## src/rtl/dragster_line_capture_if.sv

```systemverilog
// Output pixel stream of the Dragster line capture: 8-bit data with
// start-of-line (tuser) and end-of-line (tlast) markers.
interface dragster_line_capture_if;
   logic [7:0] tdata;
   logic       tvalid;
   logic       tready;
   logic       tuser;
   logic       tlast;

   modport master (output tdata, output tvalid, output tuser, output tlast, input tready);
   modport slave  (input tdata, input tvalid, input tuser, input tlast, output tready);
endinterface

```

## src/rtl/dragster_line_capture.sv

```systemverilog
// Captures one Dragster sensor line at a time into a small FWFT FIFO and
// streams it out with line markers; flags overflow and short lines.
module dragster_line_capture #(
   parameter int unsigned LINE_LENGTH = 2048,
   parameter int unsigned FIFO_DEPTH  = 16
) (
   input  logic                           clk,
   input  logic                           reset,
   input  logic                           enable,
   input  logic                           clear_status,
   input  logic [7:0]                     sensor_data,
   input  logic                           sensor_data_valid,
   input  logic                           sensor_line_start,
   dragster_line_capture_if.master        m,
   output logic                           capturing,
   output logic [15:0]                    line_count,
   output logic                           overflow,
   output logic                           short_line
);
   localparam int unsigned AW = $clog2(FIFO_DEPTH);
   localparam int unsigned CW = AW + 1;
   localparam logic [15:0] LAST_IDX = 16'(LINE_LENGTH - 1);

   typedef enum logic [1:0] {IDLE, WAIT_LINE, CAPTURE, DROP} state_t;

   typedef struct packed {
      logic       user;
      logic       last;
      logic [7:0] data;
   } pixel_t;

   state_t          state;
   logic [15:0]     pix_cnt;
   pixel_t          mem [FIFO_DEPTH];
   logic [AW-1:0]   wr_ptr;
   logic [AW-1:0]   rd_ptr;
   logic [CW-1:0]   count;

   logic            pop_c;
   logic            full_c;
   logic            start_c;
   logic            wr_req_c;
   logic            wr_ok_c;
   logic            drop_c;
   logic            line_end_c;
   logic            short_c;
   logic            capt_next_c;
   logic [15:0]     idx_c;
   logic [AW-1:0]   rd_next_c;
   logic [CW-1:0]   avail_c;

   // Write decision for this cycle's pixel and FIFO bookkeeping
   always_comb begin
      pop_c     = m.tvalid & m.tready;
      full_c    = (count == CW'(FIFO_DEPTH));
      start_c   = 1'b0;
      case (state)
         WAIT_LINE, DROP: start_c = enable & sensor_line_start;
         CAPTURE:         start_c = sensor_line_start;
         default:         start_c = 1'b0;
      endcase
      idx_c       = start_c ? 16'd0 : pix_cnt;
      wr_req_c    = sensor_data_valid & (start_c | (state == CAPTURE));
      wr_ok_c     = wr_req_c & (~full_c | pop_c);
      drop_c      = wr_req_c & ~wr_ok_c;
      line_end_c  = wr_ok_c & (idx_c == LAST_IDX);
      short_c     = (state == CAPTURE) & sensor_line_start & (pix_cnt != 16'd0);
      capt_next_c = (start_c | (state == CAPTURE)) & ~drop_c & ~line_end_c;
      rd_next_c   = rd_ptr + AW'(pop_c);
      avail_c     = count - CW'(pop_c);
   end

   always_ff @(posedge clk) begin
      if (reset) begin
         state      <= IDLE;
         pix_cnt    <= 16'd0;
         wr_ptr     <= '0;
         rd_ptr     <= '0;
         count      <= '0;
         m.tvalid   <= 1'b0;
         m.tdata    <= 8'd0;
         m.tuser    <= 1'b0;
         m.tlast    <= 1'b0;
         capturing  <= 1'b0;
         line_count <= 16'd0;
         overflow   <= 1'b0;
         short_line <= 1'b0;
      end else begin
         if (wr_ok_c) begin
            mem[wr_ptr] <= '{user: (idx_c == 16'd0), last: (idx_c == LAST_IDX), data: sensor_data};
            wr_ptr      <= wr_ptr + AW'(1);
         end
         count  <= count + CW'(wr_ok_c) - CW'(pop_c);
         rd_ptr <= rd_next_c;

         // Output register shows the head entry written on an earlier edge
         m.tvalid <= (avail_c != '0);
         if (avail_c != '0) begin
            m.tdata <= mem[rd_next_c].data;
            m.tuser <= mem[rd_next_c].user;
            m.tlast <= mem[rd_next_c].last;
         end

         case (state)
            IDLE: if (enable) state <= WAIT_LINE;
            WAIT_LINE, DROP: begin
               if (!enable)                state <= IDLE;
               else if (sensor_line_start) state <= CAPTURE;
            end
            default: ;
         endcase
         if (drop_c)          state <= DROP;
         else if (line_end_c) state <= enable ? WAIT_LINE : IDLE;

         if (wr_ok_c)      pix_cnt <= idx_c + 16'd1;
         else if (start_c) pix_cnt <= 16'd0;

         capturing <= capt_next_c;

         // Setting events take priority over clear_status
         if (drop_c)            overflow <= 1'b1;
         else if (clear_status) overflow <= 1'b0;
         if (short_c)           short_line <= 1'b1;
         else if (clear_status) short_line <= 1'b0;
         if (line_end_c)        line_count <= line_count + 16'd1;
         else if (clear_status) line_count <= 16'd0;
      end
   end
endmodule

```

## src/flat_wrapper.sv

```systemverilog
// flat-port wrapper written by rule: the top's interface ports become plain ports
module dragster_line_capture_flat 
#(
   parameter int unsigned LINE_LENGTH = 2048,
   parameter int unsigned FIFO_DEPTH  = 16
)
  (clk, reset, enable, clear_status, sensor_data, sensor_data_valid, sensor_line_start, capturing, line_count, overflow, short_line, m_tdata, m_tvalid, m_tuser, m_tlast, m_tready);
  dragster_line_capture_if m_i ();
  input  logic clk;
  input  logic reset;
  input  logic enable;
  input  logic clear_status;
  input  logic [7:0] sensor_data;
  input  logic sensor_data_valid;
  input  logic sensor_line_start;
  output logic capturing;
  output logic [15:0] line_count;
  output logic overflow;
  output logic short_line;
  output wire logic [$bits(m_i.tdata)-1:0] m_tdata;
  output wire logic [$bits(m_i.tvalid)-1:0] m_tvalid;
  output wire logic [$bits(m_i.tuser)-1:0] m_tuser;
  output wire logic [$bits(m_i.tlast)-1:0] m_tlast;
  input wire logic [$bits(m_i.tready)-1:0] m_tready;
  assign m_tdata = m_i.tdata;
  assign m_tvalid = m_i.tvalid;
  assign m_tuser = m_i.tuser;
  assign m_tlast = m_i.tlast;
  assign m_i.tready = m_tready;
  dragster_line_capture #(.LINE_LENGTH(LINE_LENGTH), .FIFO_DEPTH(FIFO_DEPTH)) u_core (.clk(clk), .reset(reset), .enable(enable), .clear_status(clear_status), .sensor_data(sensor_data), .sensor_data_valid(sensor_data_valid), .sensor_line_start(sensor_line_start), .m(m_i), .capturing(capturing), .line_count(line_count), .overflow(overflow), .short_line(short_line));
endmodule
```

## config.mk

```make
export PLATFORM = sky130hd
export DESIGN_NAME = dragster_line_capture_flat
export DESIGN_NICKNAME = d
export VERILOG_FILES = /design/src/rtl/dragster_line_capture_if.sv /design/src/rtl/dragster_line_capture.sv /design/src/flat_wrapper.sv
export SDC_FILE = /design/constraint.sdc
export NUM_CORES = 1
export LEC_CHECK = 0
export CAP_MARGIN = 15
export CORE_MARGIN = 5
export CORE_UTILIZATION = 60
export CTS_BUF_LIST = sky130_fd_sc_hd__clkbuf_4
export DETAILED_ROUTE_END_ITERATION = 12
export PLACE_DENSITY_LB_ADDON = 0.2
export SKIP_LAST_GASP = 1
export SYNTH_ARGS = -nofsm -noshare
export SYNTH_HDL_FRONTEND = slang
export SYNTH_SLANG_ARGS = --single-unit
```

## constraint.sdc

```tcl
create_clock -name clk -period 7.4 [get_ports clk]
set_input_delay 0.74 -clock clk [delete_from_list [all_inputs] [get_ports clk]]
set_output_delay 0.74 -clock clk [all_outputs]
set_load 0.01 [all_outputs]
```

# [Word-level counts from Yosys, hierarchy flattened]
# Memories as Yosys holds them, arrays and structs flattened. A register that Yosys moved wholly into a read port is not among the register bits.
# Cells that the tools add are included.
# W data, S select, Z words.
[op_classes] mul=0 n_lt_le_gt_ge=0 n_eq_ne=7 shift=0 div_mod_pow=0 reduce_logical=10 muxes=18 n_bitwise=16 add_sub_neg=7
[op_table] cell="$mux W16" count=4
[op_table] cell="$add A16 B1 Y16 const B" count=2
[op_table] cell="$eq A16 B11 Y1 const B" count=1
[op_table] cell="$logic_not A16 Y1" count=1
[op_table] cell="$reduce_bool A16 Y1" count=1
[op_table] cell="$and A1 B1 Y1" count=10
[op_table] cell="$mux W2" count=5
[op_table] cell="$sub A5 B1 Y5" count=2
[op_table] cell="$mux W1" count=7
[op_table] cell="$reduce_bool A2 Y1" count=3
[op_table] cell="$add A5 B1 Y5" count=1
[op_table] cell="$eq A5 B5 Y1 const B" count=1
[op_table] cell="$ne A5 B3 Y1 const B" count=1
[op_table] cell="$reduce_bool A5 Y1" count=1
[op_table] cell="$add A4 B1 Y4" count=1
[op_table] cell="$add A4 B1 Y4 const B" count=1
[op_table] cell="$eq A2 B2 Y1 const B" count=2
[op_table] cell="$ne A4 B2 Y1 const B" count=1
[op_table] cell="$not A1 Y1" count=4
[op_table] cell="$pmux W2 S2" count=1
[op_table] cell="$reduce_bool A4 Y1" count=1
[op_table] cell="$reduce_and A3 Y1" count=1
[op_table] cell="$eq A2 B1 Y1 const B" count=1
[op_table] cell="$logic_not A2 Y1" count=1
[op_table] cell="other kinds (3)" count=4
[word_totals] ff_bits=51 ram_bits=160 out_inout_bits=30 rom_bits=0 mem_count=1 input_bits=15 wordCells=69 latch_bits=0
[memory_table] name="u_core.mem" depth=16 width=10 read_ports=1 rd_clocked_by_memory_dff=1 wr=1 line="dragster_line_capture.sv:34" source="pixel_t mem [FIFO_DEPTH];"

# [Logic depth before layout (Yosys ltp)]
[logic_depth] ltp_word=11 mapped_depth=12

# [Worst setup path before layout]
# Ideal clock, no wire load.
[synth_timing] path_type="input-to-reg" start="input port m_tready" end="register u_core.count[4]" setup_slack_ns=4.529 arrival_ns=2.800 required_ns=7.330 path_buffers=2 path_stages=11 path_cell_list="a211oi_1 > and3_1 > buf_2 > nor2_1 > buf_2 > ha_1 > fa_1 > a21oi_1 > nor2_1 > or3_1 > a21oi_1"
[synth_via] elab_chain_len=5
[synth_lines] item="from (decl)" line="flat_wrapper.sv:24" source="input wire logic [$bits(m_i.tready)-1:0] m_tready;"
[synth_lines] item="$and A1 B1 Y1 *" line="dragster_line_capture.sv:54" source="pop_c = m.tvalid & m.tready;"
[synth_lines] item="$or A1 B1 Y1" line="dragster_line_capture.sv:64" source="wr_ok_c = wr_req_c & (~full_c | pop_c);"
[synth_lines] item="$and A1 B1 Y1" line="dragster_line_capture.sv:64"
[synth_lines] item="$add A5 B1 Y5" line="dragster_line_capture.sv:93" source="count <= count + CW'(wr_ok_c) - CW'(pop_c);"
[synth_lines] item="$sub A5 B1 Y5 *" line="dragster_line_capture.sv:93"
[synth_lines] item="to (signal assigned)" line="dragster_line_capture.sv:93"
[synth_lines] item="to (decl)" line="dragster_line_capture.sv:37" source="logic [CW-1:0] count;"
# Every way passes the cells marked *; elsewhere a longest branch is shown, timed or not.
# A chain may end at the register's enable or synchronous reset.

# [Worst setup path after layout]
# Ends and elaborated chain as after synthesis.

==> results.json <==
{
  "finalInstanceArea_mm2": 0.0107,
  "fmax_mhz": 318,
  "drc": 0,
  "power.density_mw_per_mm2": 270,
  "final.setup.worst_slack_ps": 4260,
  "grt_max_degree": 43,
  "grt_antenna_before_repair": 0,
  "fill_cells": 1070,
  "rsz0062_at_grt": "false",
  "core_region_area_mm2": 0.0153,
  "die-area_mm2": 0.0182,
  "slew_violations": 0,
  "placed_cells": 890,
  "antenna_cells": 0,
  "reg2regPathDepth": 11,
  "fin_skew_ps": 27.8,
  "cp.required_ps": 7980,
  "cts_root_buf": "clkbuf_4",
  "clkSinkCount": 221,
  "cts_resized": 0,
  "viasPerCell": 5.94,
  "slew_headroom_pct": 31.2,
  "routed_wl_um": 19900,
  "postRouteAntennaNets": 0,
  "dp_hpwl_um": 12900,
  "grt-ovfl-total": 0,
  "syn-num-nets": 687,
  "die_w_um": 135,
  "cp.arrival_ps": 3730,
  "startpoint_type": "primary input",
  "clkSlewWorstSetupHoldPaths_ps": 70,
  "cap_violations": 0,
  "syn_inst": 654,
  "hold_ws_ps": 485,
  "tritoncts": "done",
  "vias": 5894,
  "cp_max_fo": 18,
  "grt_use_total_pct": 22.4,
  "synth_area_mm2": 0.00939,
  "clkLatencyLatePin_ps": 650,
  "rows": 45,
  "fin_crit_sh_pct": 42.5,
  "yosysWarnings": 0,
  "num_io_pins": 45,
  "syn_area_per_cell_um2": 14.4,
  "finalHoldViolCount": 0,
  "ys.flop_type": "edfxtp_1",
  "grt_pass1_wl_um": 31700,
  "hp-class": "flop to flop",
  "cts.path.max_buffers": 3,
  "fin_setup_tns_ps": 0,
  "port_buffers": 44,
  "layout_min_cycle_time_ps": 3140,
  "multi_input_area_mm2": 0.00316,
  "synth_edf_count": 160,
  "place_ws_ps": 3590,
  "cp-end-kind": "flop",
  "fin_cells": 992,
  "area_growth_pct": 14.2,
  "min_delay_path_depth": 2,
  "post_cts_buffers": 0,
  "numCtsBuffers": 54,
  "critPathKind": "primary input to flop",
  "worst_pin_slew_ps": 1030,
  "hold_buffers": 0,
  "gp_congestion": 0.850,
  "p_leak_uw": 0.00366,
  "ff_latch_area_mm2": 0.00603,
  "ir_drop_mv": 0.117,
  "ys_seq_elements": 221,
  "grt_pass1_vias": 6032,
  "h-tree-depth": 2,
  "drt_iter0_markers": 443,
  "ys_types": 67,
  "synth_async_sr_flop_share_pct": 0,
  "wire_per_inst_um": 20.1,
  "drive_above_1_share_pct": 20.2,
  "initial_core_util_pct": 61.5,
  "status": "complete, no violations",
  "die_y_um": 135,
  "fin_nets": 768,
  "setup_violations": 0,
  "seq_area_frac_synth_pct": 64.2,
  "place_area_mm2": 0.0100,
  "drtPass1Iterations": 5
}
## metrics by stage
stage          total power (µW)  utilization, %
2_1_floorplan              1770               -
3_3_place_gp               1920            65.6
6_report                   2900            70.3
4_1_cts                    2930            70.3
5_1_grt                    3040            70.3
3_5_place_dp               1930            65.6
## state kept, by name (all words and copies together) (netlist names)
register / count
u_core.mem: 160
u_core.line_count: 16
u_core.pix_cnt: 16
u_core.m.tdata: 8
u_core.count: 5
u_core.rd_ptr: 4
u_core.wr_ptr: 4
u_core.state: 2
u_core.capturing: 1
u_core.m.tlast: 1
u_core.m.tuser: 1
u_core.m.tvalid: 1
u_core.overflow: 1
u_core.short_line: 1
## where the power goes
group	switching, µW	total [µW]	internal, µW
logic	265	509	244
registers	31.9	1390	1360
clock network	476	995	519
total	773	2900	2120
## synthesized netlist by cell type, types with 3 or more instances
| cell type | number | area (µm²) |
|---|---|---|
| nand3b_1 | 4 | 30.0 |
| clkbuf_1 | 9 | 33.8 |
| mux4_2 | 40 | 901 |
| nor2b_1 | 5 | 31.3 |
| o21ai_0 | 7 | 35.0 |
| a211o_1 | 13 | 114 |
| dfxtp_1 | 61 | 1220 |
| a21oi_1 | 31 | 155 |
| xnor2_1 | 22 | 193 |
| buf_2 | 7 | 35.0 |
| and2_1 | 4 | 25.0 |
| or3_1 | 5 | 31.3 |
| nand2_1 | 66 | 248 |
| ha_1 | 17 | 213 |
| inv_1 | 17 | 63.8 |
| nor3_1 | 7 | 35.0 |
| nand3_1 | 21 | 105 |
| nand4_1 | 9 | 56.3 |
| edfxtp_1 | 160 | 4800 |
| xor2_1 | 7 | 61.3 |
| a22o_1 | 3 | 26.3 |
| nor4_1 | 8 | 50.1 |
| buf_1 | 7 | 26.3 |
| o211ai_1 | 3 | 22.5 |
| nand2b_1 | 6 | 37.5 |
| and3_1 | 10 | 62.6 |
| a211oi_1 | 10 | 75.1 |
| nor2_1 | 41 | 154 |
| a21o_1 | 9 | 67.6 |
## cell type report
| type | count | share of cell area [%] |
|---|---|---|
| timing repair buffer | 52 | 4.67 |
| inverter | 18 | 0.630 |
| sequential | 221 | 56.2 |
| multi-input combinational | 388 | 29.4 |
| clock inverter | 18 | 0.700 |
| clock buffer | 84 | 5.88 |
| tap | 211 | 2.46 |
## metal layers
metal  global-route usage, %  vias up  routed length, µm
met5                       0        -                  0
met1                    29.9     2934               8200
met4                    7.05        0                424
li1                        -     2701                  -
met2                    36.8      219               9940
met3                    5.40       40               1330
## worst paths after layout
| check | from | end | slack [ps] |
|---|---|---|---|
| hold / removal | u_core.overflow$_SDFFE_PP0P_ | u_core.overflow$_SDFFE_PP0P_ | 490 |
| setup reg to reg | u_core.count[2]$_SDFF_PP0_ | u_core.count[4]$_SDFF_PP0_ | 4350 |
| hold reg to reg | u_core.overflow$_SDFFE_PP0P_ | u_core.overflow$_SDFFE_PP0P_ | 490 |
| setup / recovery | m_tready | u_core.count[4]$_SDFF_PP0_ | 4260 |
## cells in the final DEF (no fill, tap or decap), types with 3 or more instances in the layout
master	count
clkdlybuf4s50_1	44
mux4_2	40
nand2b_1	6
nor4_1	8
a22o_1	3
nand3b_1	4
a211o_1	13
nand3_1	21
and3_1	10
clkbuf_4	84
or3_1	5
edfxtp_1	160
clkinv_1	14
nor3_1	7
o211ai_1	3
o21ai_0	7
xnor2_1	22
and2_1	4
ha_1	16
dfxtp_1	61
xor2_1	7
a21o_1	9
inv_1	17
buf_4	8
nor2b_1	5
nand2_1	66
a211oi_1	10
nor2_1	41
clkinv_2	3
nand4_1	9
a21oi_1	31
## logic make-up after synthesis
logic type               count (synthesis)  share of synthesized area [%]
multiplexers                            42                           9.88
buffers and inverters                   45                           2.20
AO/OA/AOI/OAI                           93                           7.08
adder cells (fa/ha/maj)                 18                           2.48
flip-flops                             221                           64.2
AND/OR/NAND/NOR                        206                           11.5
XOR/XNOR                                29                           2.71
## critical path, stage by stage
cell             delay (ps)
clkdlybuf4s50_1         420
a211oi_1                290
and3_1                  630
nor2_1                  110
buf_4                   220
ha_1                    220
fa_1                    410
a21oi_1                 140
nor2_1                   60
or3_1                   340
a21oi_1                 150
Note: power is estimated with default switching activity, not from simulation.
